===== src/rtl/cp0_timer_ext.sv =====
// Coprocessor 0: SR/Cause/EPC exception and interrupt control, Count/Compare timer, BadVAddr, PRId.
// req and epc_out are combinational; register updates land at the next clk edge; no backpressure.
module cp0_timer_ext #(
    parameter int          HW_INT_W   = 6,
    parameter int          IM_LSB     = 10,
    parameter int          TIMER_LINE = HW_INT_W - 1,
    parameter int          CNT_DIV    = 1,
    parameter logic [31:0] PRID       = 32'h0000_7C07
) (
    input  logic                clk,
    input  logic                reset,
    input  logic                we,
    input  logic [4:0]          cp0_addr,
    input  logic [31:0]         cp0_wdata,
    output logic [31:0]         cp0_rdata,
    input  logic [31:0]         vpc,
    input  logic                bd_in,
    input  logic [4:0]          exc_code_in,
    input  logic [31:0]         bad_vaddr_in,
    input  logic [HW_INT_W-1:0] hw_int,
    input  logic                exl_clr,
    output logic [31:0]         epc_out,
    output logic                req
);

    localparam int             PW        = (CNT_DIV > 1) ? $clog2(CNT_DIV) : 1;
    localparam logic [PW-1:0]  PRESC_MAX = PW'(CNT_DIV - 1);

    logic [HW_INT_W-1:0] im;
    logic [HW_INT_W-1:0] ip;
    logic                exl;
    logic                ie;
    logic                bd;
    logic                ti;
    logic [4:0]          exc_code;
    logic [31:0]         epc;
    logic [31:0]         bad_vaddr;
    logic [31:0]         count;
    logic [31:0]         compare;
    logic [PW-1:0]       presc;

    logic [HW_INT_W-1:0] pend;
    logic                int_req;
    logic                exc_req;
    logic [31:0]         new_epc;
    logic                wr_en;
    logic                wr_cnt;
    logic                wr_cmp;
    logic                wr_sr;
    logic                wr_epc;
    logic                tick;
    logic [31:0]         count_inc;
    logic [31:0]         sr_val;
    logic [31:0]         cause_val;
    logic                unused_wdata;

    always_comb begin
        pend             = hw_int;
        pend[TIMER_LINE] = hw_int[TIMER_LINE] | ti;
    end

    assign int_req   = !exl && ie && (|(pend & im));
    assign exc_req   = !exl && (exc_code_in != 5'd0);
    assign req       = int_req || exc_req;
    assign new_epc   = bd_in ? (vpc - 32'd4) : vpc;
    assign epc_out   = req ? new_epc : epc;

    // A taken exception/interrupt swallows every mtc0 in the same cycle.
    assign wr_en     = we && !req;
    assign wr_cnt    = wr_en && (cp0_addr == 5'd9);
    assign wr_cmp    = wr_en && (cp0_addr == 5'd11);
    assign wr_sr     = wr_en && (cp0_addr == 5'd12);
    assign wr_epc    = wr_en && (cp0_addr == 5'd14);

    assign tick      = (presc == PRESC_MAX);
    assign count_inc = count + 32'd1;

    assign unused_wdata = ^cp0_wdata;

    always_comb begin
        sr_val                       = '0;
        sr_val[IM_LSB +: HW_INT_W]   = im;
        sr_val[1]                    = exl;
        sr_val[0]                    = ie;
        cause_val                    = '0;
        cause_val[31]                = bd;
        cause_val[30]                = ti;
        cause_val[IM_LSB +: HW_INT_W] = ip;
        cause_val[6:2]               = exc_code;
    end

    always_comb begin
        cp0_rdata = '0;
        case (cp0_addr)
            5'd8:    cp0_rdata = bad_vaddr;
            5'd9:    cp0_rdata = count;
            5'd11:   cp0_rdata = compare;
            5'd12:   cp0_rdata = sr_val;
            5'd13:   cp0_rdata = cause_val;
            5'd14:   cp0_rdata = epc;
            5'd15:   cp0_rdata = PRID;
            default: cp0_rdata = '0;
        endcase
    end

    always_ff @(posedge clk) begin
        if (reset) begin
            im        <= '0;
            ip        <= '0;
            exl       <= 1'b0;
            ie        <= 1'b0;
            bd        <= 1'b0;
            ti        <= 1'b0;
            exc_code  <= '0;
            epc       <= '0;
            bad_vaddr <= '0;
            count     <= '0;
            compare   <= '0;
            presc     <= '0;
        end else begin
            ip <= pend;

            if (wr_sr) begin
                im  <= cp0_wdata[IM_LSB +: HW_INT_W];
                ie  <= cp0_wdata[0];
            end
            // Exception entry dominates eret, which dominates an SR write.
            if (req) begin
                exl <= 1'b1;
            end else if (exl_clr) begin
                exl <= 1'b0;
            end else if (wr_sr) begin
                exl <= cp0_wdata[1];
            end

            if (req) begin
                bd       <= bd_in;
                epc      <= new_epc;
                exc_code <= int_req ? 5'd0 : exc_code_in;
                if (!int_req && (exc_code_in == 5'd4 || exc_code_in == 5'd5)) begin
                    bad_vaddr <= bad_vaddr_in;
                end
            end else if (wr_epc) begin
                epc <= cp0_wdata;
            end

            if (wr_cnt) begin
                count <= cp0_wdata;
                presc <= '0;
            end else begin
                if (tick) begin
                    count <= count_inc;
                end
                presc <= tick ? '0 : presc + 1'b1;
            end

            if (wr_cmp) begin
                compare <= cp0_wdata;
            end

            // Compare write clears TI and wins over any set condition.
            if (wr_cmp) begin
                ti <= 1'b0;
            end else if ((wr_cnt && cp0_wdata == compare) ||
                         (!wr_cnt && tick && count_inc == compare)) begin
                ti <= 1'b1;
            end
        end
    end

endmodule

===== config.mk =====
export PLATFORM = sky130hd
export DESIGN_NAME = cp0_timer_ext
export DESIGN_NICKNAME = d
export VERILOG_FILES = /design/src/rtl/cp0_timer_ext.sv
export SDC_FILE = /design/constraint.sdc
export NUM_CORES = 1
export LEC_CHECK = 0
export CAP_MARGIN = 20
export CORE_MARGIN = 2
export CORE_UTILIZATION = 57
export CTS_CLUSTER_DIAMETER = 60
export DETAILED_ROUTE_END_ITERATION = 16
export PLACE_DENSITY = 0.91
export SLEW_MARGIN = 10
export SYNTH_ARGS = -nofsm -noshare
export SYNTH_HDL_FRONTEND = slang
export SYNTH_SLANG_ARGS = --single-unit
export TNS_END_PERCENT = 50

===== constraint.sdc =====
create_clock -name clk -period 7.6 [get_ports clk]
set_clock_uncertainty 0.15 [all_clocks]
set_input_delay 0.76 -clock clk [delete_from_list [all_inputs] [get_ports clk]]
set_output_delay 0.76 -clock clk [all_outputs]
set_load 0.05 [all_outputs]

==> flow_metrics.tcl <==
set metrics [dict create \
    timing.hold.ws_ns 0.314 \
    utilization_pct 72.7 \
    crit_buf_inv 2 \
    synthAdderAreaFrac_pct 0.262 \
    postRouteAntennaNets 0 \
    grt.total_usage_pct 35.4 \
    switching_power_uw 606 \
    avgSynthCellArea_um2 7.79 \
    path_delay_family "simple AND/OR/NAND/NOR gates" \
    synth_top_family_by_area "simple AND/OR/NAND/NOR gates" \
    syn_inst 1225 \
    rsz0062_at_grt "no" \
    final_area_um2 12000 \
    multiInputGateArea_um2 6130 \
    clockRootBuffer "clkbuf_16" \
    syn_nets 1344 \
    combPwrFrac_pct 19.5 \
    synthArstFlopShare_pct 0 \
    start_util_pct 58.0 \
    status "finished clean" \
    drv_cap 0 \
    ys_warn_count 0 \
    rows 47 \
    required_ns 6.69 \
    min_period_over_period_pct 68.1 \
    antenna_found_initial 0 \
    yosysMostFrequentCell "nor2_1" \
    p_int_uw 1470 \
    use_met1_pct 47.6 \
    crit_chain "clkdlybuf4s50_1 > nor4b_1 > nand3_1 > nor4_4 > nand2_2 > or3_1 > xor2_1 > a21oi_1 > clkdlybuf4s50_1" \
    wl_um 32000 \
    setup_viol 0 \
    synth_edf_count 0 \
    worstPathArrival_ns 4.26 \
    synth_commonest_cells "nor2_1 (186), dfxtp_1 (150), nand2_1 (146), xnor2_1 (94), mux2i_1 (77)" \
    vdd_drop_max_v 0.000157 \
    hpwl_um 23300 \
    area.sequential_um2 3000 \
    placed_area_um2 11400 \
    synth_seq_cells 150 \
    yosysUniqueCellTypes 67 \
    max_slew_margin_pct 33.4 \
    fmax_mhz 193 \
    detail_route.vias_per_cell 6.29 \
    p_clk_share_pct 40.0 \
    first_global_vias 9016 \
    cts_tree "done" \
    synth_compound_area_share_pct 16.3 \
    synth.area.mux_share_pct 10.3 \
    crit_slowest_cell "clkdlybuf4s50_1" \
    htree_levels 4 \
    cts.clk_slew.worst_paths_ns 0.06 \
    ys.flop_type "dfxtp_1" \
    use_met2_pct 53.0 \
    die_x_um 133 \
    cp_max_fo 7 \
    drt-initial-drc-count 1280 \
    cts.path.max_buffers 2 \
    cpMostUsedCell "clkdlybuf4s50_1" \
    syn_to_final_growth_pct 25.3 \
    max_stage_delay_ns 0.82 \
    num_io_pins 182 \
    dr.pass1.iters 6 \
    finalPower_uw 2080 \
    clkSinkCount 150 \
    grt_first_pass_wirelength_um 49300 \
    fin_nets 1460 \
    ctsHoldBuffers 0 \
    coreArea_um2 16500 \
    end_kind "output pin" \
    p_leak_uw 0.00444 \
    gr-usage-met3_pct 8.87 \
    grt_overflow 0 \
    routedWlPerCell_um 20.3 \
    p_seq_share_pct 40.4 \
    final.setup.tns_ns 0 \
    post_cts_resized 0 \
    port_buffers 181 \
    numCtsBuffers 17 \
    drive_gt1_share_pct 8.06 \
    synth_top_cell_area_share_pct 31.5 \
    antenna_cells 0 \
    slew_viol_final 0 \
    yosysTopAreaCell "dfxtp_1" \
    die_area_um2 17800 \
    switching_share_pct 29.1 \
    vias 9901 \
    grt_max_degree 85 \
    die_h_um 133 \
    clk-insertion-delay-late_ns 0.43 \
    yosys.area_share.simple_pct 24.8 \
    finalHoldViolCount 0 \
    ys_seq_area_share_pct 31.5 \
    worstMarginPinSlew_ns 0.996 \
    post_cts_buffers 0 \
    place_congestion 0.941 \
    synth_xor_area_share_pct 12.2 \
    synthTopCellsByArea "dfxtp_1 (31%), xnor2_1 (8.6%), mux2i_1 (8.1%)" \
    cp-start-kind "primary input" \
    path_class "primary input to output pin" \
    drcViolationCount 0 \
    hp-class "flip-flop to flip-flop" \
    p_per_area_nw_per_um2 174 \
    fillers 1242 \
    busiest_layer "met2" \
    period_minus_slack_ns 5.17 \
    netlist_area_um2 9550 \
]
## path summary, 6_finish.rpt
path,start,end,slack (ns),cells past startpoint
setup / recovery,bd_in,epc_out[29],2.43,9
setup reg to reg,count[0]$_SDFFE_PP0P_,ti$_SDFFE_PP0P_,4.19,8
hold / removal,bd$_SDFFE_PP0N_,bd$_SDFFE_PP0N_,0.31,2
hold reg to reg,bd$_SDFFE_PP0N_,bd$_SDFFE_PP0N_,0.31,2
## layer usage
layer / wire, µm / share of wire [%]
met1: 13000 / 41
met2: 13900 / 43
met3: 3600 / 11
met4: 1480 / 4.6
met5: 0 / 0
## stage by stage
step,setup slack (ns),std cells
6_report,2.43,1573
2_1_floorplan,3.40,1225
4_1_cts,2.41,1571
3_5_place_dp,2.42,1540
3_3_place_gp,2.55,1540
5_1_grt,2.24,1573
## area by class of cell
| cell class | instances | area share (%) |
|---|---|---|
| Clock inverter | 8 | 0.826 |
| Tap cell | 220 | 2.30 |
| Clock buffer | 23 | 3.91 |
| Sequential cell | 150 | 25.1 |
| Inverter | 9 | 0.282 |
| Timing Repair Buffer | 198 | 16.3 |
| Multi-Input combinational cell | 965 | 51.2 |
## flip-flops by register name, summed over array words and instances, names as in the netlist
signal,count
im,6
exc_code,5
bad_vaddr,32
compare,32
ip,6
ie,1
presc,1
bd,1
epc,32
ti,1
count,32
exl,1
## worst min-delay path, stage by stage (launching register included)
cell	delay, ns
dfxtp_1	0.32
nand2_1	0.05
a21oi_1	0.05
## layout by cell type (no fill, tap or decap), drive strengths merged, types with 6 or more instances in the layout
master           n
a211oi          31
a21o             8
a21oi           60
a222oi           6
a22oi           37
a311oi           8
a31o            19
a31oi            8
buf             17
clkbuf          24
clkdlybuf4s50  180
dfxtp          150
inv             10
mux2            19
mux2i           77
nand2          147
nand3           28
nand3b           6
nand4           28
nor2           186
nor2b            9
nor3            29
nor4            22
o21ai           31
or2              6
or3             10
or4              7
xnor2           94
xor2            39
## logic make-up after synthesis
family          Yosys count
compound gates          229
other cells               1
xor+xnor                133
simple gates            504
flops                   150
fa+ha+maj                 2
buf+inv                 110
mux                      96
## power groups by stage
stage | Clock, µW | Combinational, µW | Sequential [µW]
3_5_place_dp | 0 | 397 | 856
5_1_grt | 859 | 427 | 844
3_3_place_gp | 0 | 395 | 855
2_1_floorplan | 0 | 234 | 845
6_report | 832 | 406 | 841
4_1_cts | 829 | 401 | 839
Power figures use the tool's default switching activity.
